## config.mk

```make
export PLATFORM = sky130hd
export DESIGN_NAME = load_store_unit
export DESIGN_NICKNAME = d
export VERILOG_FILES = /design/src/rtl/lsu_pkg.sv /design/src/rtl/lsu_lane_align.sv /design/src/rtl/load_store_unit.sv
export SDC_FILE = /design/constraint.sdc
export NUM_CORES = 1
export LEC_CHECK = 0
export CAP_MARGIN = 40
export CORE_MARGIN = 2
export CORE_UTILIZATION = 35
export CTS_BUF_LIST = sky130_fd_sc_hd__clkbuf_8 sky130_fd_sc_hd__clkbuf_16
export CTS_CLUSTER_SIZE = 16
export DETAILED_ROUTE_END_ITERATION = 10
export GPL_TIMING_DRIVEN = 1
export SLEW_MARGIN = 20
export SYNTH_ARGS = -nofsm -noshare
export SYNTH_HDL_FRONTEND = slang
export SYNTH_SLANG_ARGS = --single-unit
```

## constraint.sdc

```tcl
create_clock -name clk -period 3.15 [get_ports clk]
set_clock_uncertainty 0.2 [all_clocks]
set_input_delay 0.7875 -clock clk [delete_from_list [all_inputs] [get_ports clk]]
set_output_delay 0.7875 -clock clk [all_outputs]
set_load 0.005 [all_outputs]
```

## src/rtl/lsu_pkg.sv

```systemverilog
// lsu_pkg: shared definitions for the load/store unit.
//   - lsu_state_t  : FSM state encoding
//   - F3_*         : funct3 access-size encodings
//   - BYTE_W       : width of one byte lane
//   - funct3_legal : whether a funct3 code is a legal load or store
package lsu_pkg;

  typedef enum logic [2:0] {
    IDLE,
    LOAD,
    RMW_READ,
    WRITE,
    RESP
  } lsu_state_t;

  localparam logic [2:0] F3_BYTE  = 3'b000;
  localparam logic [2:0] F3_HALF  = 3'b001;
  localparam logic [2:0] F3_WORD  = 3'b010;
  localparam logic [2:0] F3_BYTEU = 3'b100;
  localparam logic [2:0] F3_HALFU = 3'b101;

  localparam int BYTE_W = 8;

  // Unsigned variants only make sense for loads; stores accept the three sizes.
  function automatic logic funct3_legal(input logic write, input logic [2:0] f3);
    logic sized;
    sized = (f3 == F3_BYTE) || (f3 == F3_HALF) || (f3 == F3_WORD);
    if (write) return sized;
    return sized || (f3 == F3_BYTEU) || (f3 == F3_HALFU);
  endfunction

endpackage

```

## src/rtl/lsu_lane_align.sv

```systemverilog
// lsu_lane_align: combinational byte-lane steering for the load/store unit.
// Lanes are big-endian: byte offset 0 is bits [31:24], offset 3 is [7:0];
// half offset 0 is [31:16], offset 2 is [15:0]. Half accesses look only at
// offset[1], so an odd half address is truncated to natural alignment.
// Ports:
//   funct3     in  3  access size / signedness
//   offset     in  2  byte offset within the word
//   rdata      in  W  word read from memory (load source)
//   word_in    in  W  previously read word (store merge base)
//   wdata      in  W  store data, low bits used for sub-word stores
//   load_data  out W  extracted and sign/zero-extended load result
//   store_data out W  word to write back to memory
module lsu_lane_align
  import lsu_pkg::*;
#(
  parameter int W = 32
) (
  input  logic [2:0]   funct3,
  input  logic [1:0]   offset,
  input  logic [W-1:0] rdata,
  input  logic [W-1:0] word_in,
  input  logic [W-1:0] wdata,
  output logic [W-1:0] load_data,
  output logic [W-1:0] store_data
);

  logic [BYTE_W-1:0]   byte_sel;
  logic [2*BYTE_W-1:0] half_sel;

  always_comb begin
    byte_sel = '0;
    case (offset)
      2'd0: byte_sel = rdata[31:24];
      2'd1: byte_sel = rdata[23:16];
      2'd2: byte_sel = rdata[15:8];
      2'd3: byte_sel = rdata[7:0];
      default: byte_sel = '0;
    endcase
    half_sel = offset[1] ? rdata[15:0] : rdata[31:16];

    load_data = rdata;
    case (funct3)
      F3_BYTE:  load_data = {{(W-BYTE_W){byte_sel[BYTE_W-1]}}, byte_sel};
      F3_HALF:  load_data = {{(W-2*BYTE_W){half_sel[2*BYTE_W-1]}}, half_sel};
      F3_BYTEU: load_data = {{(W-BYTE_W){1'b0}}, byte_sel};
      F3_HALFU: load_data = {{(W-2*BYTE_W){1'b0}}, half_sel};
      default:  load_data = rdata;
    endcase
  end

  // Sub-word stores replace one lane of the previously read word.
  always_comb begin
    store_data = word_in;
    case (funct3)
      F3_BYTE: begin
        case (offset)
          2'd0: store_data[31:24] = wdata[7:0];
          2'd1: store_data[23:16] = wdata[7:0];
          2'd2: store_data[15:8]  = wdata[7:0];
          2'd3: store_data[7:0]   = wdata[7:0];
          default: store_data = word_in;
        endcase
      end
      F3_HALF: begin
        if (offset[1]) store_data[15:0] = wdata[15:0];
        else           store_data[31:16] = wdata[15:0];
      end
      default: store_data = wdata;
    endcase
  end

endmodule

```

## src/rtl/load_store_unit.sv

```systemverilog
// load_store_unit: single-outstanding load/store engine between a pipeline
// request port and a word-addressed data memory with combinational read.
// Loads take LOAD -> RESP, word stores WRITE -> RESP, sub-word stores do a
// read-modify-write (RMW_READ -> WRITE -> RESP). Illegal requests skip memory.
// Optional feature: define LSU_MISALIGN_TRAP_EN to reject misaligned half/word
// accesses with rsp_err instead of truncating the offset.
// Ports:
//   clk, reset                  clock, synchronous active-high reset
//   req_valid/req_ready         request handshake (ready only in IDLE)
//   req_write, req_funct3,
//   req_addr, req_wdata         request payload
//   rsp_valid, rsp_rdata,
//   rsp_err                     one-cycle completion response
//   mem_addr, mem_write_data,
//   mem_write_en, mem_read_data data memory port
module load_store_unit
  import lsu_pkg::*;
#(
  parameter int ADDR_BUS_WIDTH = 32,
  parameter int DATA_BUS_WIDTH = 32
) (
  input  logic                      clk,
  input  logic                      reset,
  input  logic                      req_valid,
  output logic                      req_ready,
  input  logic                      req_write,
  input  logic [2:0]                req_funct3,
  input  logic [ADDR_BUS_WIDTH-1:0] req_addr,
  input  logic [DATA_BUS_WIDTH-1:0] req_wdata,
  output logic                      rsp_valid,
  output logic [DATA_BUS_WIDTH-1:0] rsp_rdata,
  output logic                      rsp_err,
  output logic [ADDR_BUS_WIDTH-1:0] mem_addr,
  output logic [DATA_BUS_WIDTH-1:0] mem_write_data,
  output logic                      mem_write_en,
  input  logic [DATA_BUS_WIDTH-1:0] mem_read_data
);

  lsu_state_t                state, next_state;
  logic                      write_q, err_q;
  logic [2:0]                funct3_q;
  logic [ADDR_BUS_WIDTH-1:0] addr_q;
  logic [DATA_BUS_WIDTH-1:0] wdata_q, rmw_q, rdata_q;
  logic [DATA_BUS_WIDTH-1:0] load_data, store_data;
  logic                      accept, misaligned, bad_req;

  assign accept = req_valid && (state == IDLE);

`ifdef LSU_MISALIGN_TRAP_EN
  assign misaligned = (((req_funct3 == F3_HALF) || (req_funct3 == F3_HALFU)) && req_addr[0])
                    || ((req_funct3 == F3_WORD) && (req_addr[1:0] != 2'b00));
`else
  assign misaligned = 1'b0;
`endif

  assign bad_req = !funct3_legal(req_write, req_funct3) || misaligned;

  always_ff @(posedge clk) begin
    if (reset) state <= IDLE;
    else       state <= next_state;
  end

  always_comb begin
    next_state = state;
    case (state)
      IDLE: begin
        if (req_valid) begin
          if (bad_req)                     next_state = RESP;
          else if (!req_write)             next_state = LOAD;
          else if (req_funct3 == F3_WORD)  next_state = WRITE;
          else                             next_state = RMW_READ;
        end
      end
      LOAD:     next_state = RESP;
      RMW_READ: next_state = WRITE;
      WRITE:    next_state = RESP;
      RESP:     next_state = IDLE;
      default:  next_state = IDLE;
    endcase
  end

  // Request capture, RMW base word and the sticky load result.
  always_ff @(posedge clk) begin
    if (reset) begin
      write_q  <= 1'b0;
      err_q    <= 1'b0;
      funct3_q <= '0;
      addr_q   <= '0;
      wdata_q  <= '0;
      rmw_q    <= '0;
      rdata_q  <= '0;
    end else begin
      if (accept) begin
        write_q  <= req_write;
        err_q    <= bad_req;
        funct3_q <= req_funct3;
        addr_q   <= req_addr;
        wdata_q  <= req_wdata;
      end
      if (state == RMW_READ) rmw_q <= mem_read_data;
      if (state == LOAD && !write_q) rdata_q <= load_data;
    end
  end

  lsu_lane_align #(.W(DATA_BUS_WIDTH)) u_align (
    .funct3     (funct3_q),
    .offset     (addr_q[1:0]),
    .rdata      (mem_read_data),
    .word_in    (rmw_q),
    .wdata      (wdata_q),
    .load_data  (load_data),
    .store_data (store_data)
  );

  assign req_ready      = (state == IDLE);
  assign rsp_valid      = (state == RESP);
  assign rsp_err        = (state == RESP) && err_q;
  assign rsp_rdata      = rdata_q;
  assign mem_addr       = (state == LOAD || state == RMW_READ || state == WRITE)
                          ? {addr_q[ADDR_BUS_WIDTH-1:2], 2'b00} : '0;
  assign mem_write_en   = (state == WRITE) && !reset;
  assign mem_write_data = (state == WRITE) ? store_data : '0;

endmodule
```

==> impl_metrics.py <==
metrics = {
    "layout": {
        "final_area_um2": 9560,
        "syn_to_final_growth_pct": 47.2,
        "diodes": 0,
        "fin_nets": 1155,
        "drive_above_1_share_pct": 11.3,
        "final_util_pct": 52.8,
    },
    "yosys": {
        "ys_seq_area_share_pct": 41.9,
        "synthCells": 869,
        "synth_cell_types": 41,
        "yosys.area.top_type": "dfxtp_1",
        "synth_flop_cell": "dfxtp_1",
        "async_flop_share_pct": 0,
        "synthDominantCellAreaShare_pct": 41.9,
        "synth-edff-count": 0,
        "yosysMostFrequentCell": "nand2_1",
        "ys_ff_latch": 136,
        "synth.avg_cell_area_um2": 7.47,
        "synth_commonest_cells": "255 x nand2_1, 150 x a21oi_1, 136 x dfxtp_1",
        "syn_area_um2": 6490,
        "ys_top_cells_by_area": "dfxtp_1 42%, nand2_1 15%, a21oi_1 12%, mux2i_1 3.2%, and2_1 3.2%",
        "yosys_warnings": 0,
    },
    "clock_network": {
        "clk_latency_ps": 420,
        "cts_buffers": 17,
        "cts_root_buf": "clkbuf_16",
        "cts_max_path_buffers": 2,
        "cts.reportedPaths.clkPinSlew_ps": 60,
        "h-tree-depth": 4,
        "cts_tree": "done",
        "clock-sinks": 136,
    },
    "timing": {
        "finalCritPeriodShare_pct": 99.4,
        "finalMaxSlewViolations": 0,
        "fmax_ghz": 0.319,
        "fin_ws_ps": 17.4,
        "whs_ps": 247,
        "fin_crit_ps": 3130,
        "tightest_slew_ps": 777,
        "hold_viol_final": 0,
        "setup_viol": 0,
        "rsz0062_at_grt": "yes",
        "max_slew_margin_pct": 48.2,
    },
    "pwr": {
        "p_int_mw": 3.64,
        "combPwrFrac_pct": 16.6,
        "power.leakage_nw": 3.57,
        "powerDensity_nw_per_um2": 516,
        "p_sw_share_pct": 26.1,
        "p_seq_share_pct": 38.9,
        "peakVddDrop_mv": 0.415,
        "pwr-share-clk_pct": 44.5,
        "p_switching_mw": 1.29,
    },
    "routing": {
        "viasPerCell": 5.09,
        "drt_iter0_drc": 352,
        "wl_met1_um": 10000,
        "first_pass_iters": 7,
        "num_vias": 6588,
        "postRouteWirelength_um": 22600,
        "ant_nets": 0,
        "drt-wirelength-per-cell_um": 17.4,
        "dr_wl_met3_um": 1760,
        "top_layer": "met4",
        "routed-wl-met2_um": 10400,
        "drcViolationCount": 0,
    },
    "global_routing": {
        "grt.total_usage_pct": 22.3,
        "grt_max_degree": 68,
        "grt_pass1_vias": 6277,
        "antenna_found_initial": 0,
        "grt_pass1_wl_um": 34500,
        "grt-ovfl-total": 0,
    },
    "worst_hold_path": {
        "hp-class": "flop to flop",
    },
    "placed_design": {
        "dpl_cell_area_um2": 8690,
        "pre_cts_slack_ps": 265,
        "dp_hpwl_um": 15600,
        "io_buffer_count": 200,
        "routabilityCongestion": 0.839,
    },
    "setup_path": {
        "arrival_ps": 2150,
        "cp_max_fo": 8,
        "critPathRequiredTime_ps": 2160,
        "cp-start-kind": "flop",
        "critical_path_class": "flop to primary output",
        "end_kind": "primary output",
    },
    "floorplan": {
        "coreArea_um2": 18100,
        "die_h_um": 140,
        "start_util_pct": 35.9,
        "io-pin-count": 203,
        "die_area_um2": 19700,
        "placementRows": 49,
        "die_x_um": 140,
    },
    "flow_run": {
        "maxCapViolCount": 0,
    },
    "outcome": {
        "outcome": "completed",
    },
}
final cells by class:
type                            count  area [µm²]
Timing Repair Buffer              239        2360
Clock inverter                     14         205
Sequential cell                   136        2740
Tap cell                          229         287
Fill cell                        1752        8530
Multi-Input combinational cell    658        3530
Clock buffer                       18         439
state kept, by name (all words and copies together), names as in the netlist:
register   cells
rsp_rdata     32
state          3
write_q        1
addr_q        32
wdata_q       32
funct3_q       3
rmw_q         32
err_q          1
metal layers:
layer / vias up / global-route usage [%]
li1: 3315 / -
met1: 3022 / 28.7
met2: 226 / 35.3
met3: 25 / 7.66
met4: 0 / 7.28
met5: - / 0
cell usage in the layout, fill, tap and decap left out, types with 6 or more instances in the layout:
master / n
nand2_1: 253
clkdlybuf4s50_1: 180
a21oi_1: 146
dfxtp_1: 129
nor2_1: 44
buf_4: 34
and2_1: 32
o21ai_0: 24
nor3_1: 17
mux2i_1: 17
clkbuf_16: 17
nor3b_1: 13
dlymetal6s2s_1: 13
a211oi_2: 10
nor4_1: 9
a22o_1: 8
a311oi_1: 8
mux2_2: 7
nand3b_1: 7
a211oi_1: 6
o31a_1: 6
dlygate4sd2_1: 6
what timing repair did:
action                     4_1_cts  5_1_grt
hold endpoints to repair         0        0
pin swaps                        2        1
resized for setup               25       36
gates cloned                     0        2
buffers inserted                 0        6
hold buffers                     0        0
setup endpoints to repair       36       24
worst paths after layout:
check	cells past startpoint	end	slack, ps	startpoint
worst min-delay path	2	addr_q[4]$_SDFFE_PP0P_	250	addr_q[4]$_SDFFE_PP0P_
worst max register to register	7	rsp_rdata[15]$_SDFFE_PP0P_	660	addr_q[1]$_SDFFE_PP0P_
worst max-delay path	5	mem_write_data[14]	20	funct3_q[2]$_SDFFE_PP0P_
worst min register to register	2	addr_q[4]$_SDFFE_PP0P_	250	addr_q[4]$_SDFFE_PP0P_
cells by family after synthesis:
kind of cell,synth area share (%)
AO/OA/AOI/OAI,20.9
buffers and inverters,5.53
flip-flops,41.9
multiplexers,4.45
other,0.0578
AND/OR/NAND/NOR,27.1
critical path: stages, from the launching register on:
cell	delay, ps
dfxtp_2	380
or2_2	360
nor3b_1	210
a21oi_1	70
a21oi_1	180
clkdlybuf4s50_1	520
through the flow:
stage                     power [mW]  instances  TNS, ps
after global routing            5.13       1294     -311
after detailed placement        2.72       1254        0
final                           4.93       1294        0
after global placement          2.71       1254        0
after floorplan                 2.34        870        0
after CTS                       4.93       1286     -171
power groups by stage:
stage | combinational (mW) | sequential [mW] | clock (mW)
after floorplan | 0.427 | 1.91 | 0
after global placement | 0.770 | 1.94 | 0
after detailed placement | 0.773 | 1.95 | 0
after CTS | 0.788 | 1.91 | 2.23
after global routing | 0.895 | 1.93 | 2.31
final | 0.818 | 1.92 | 2.20
No activity file was read; power rests on OpenSTA's default activity.
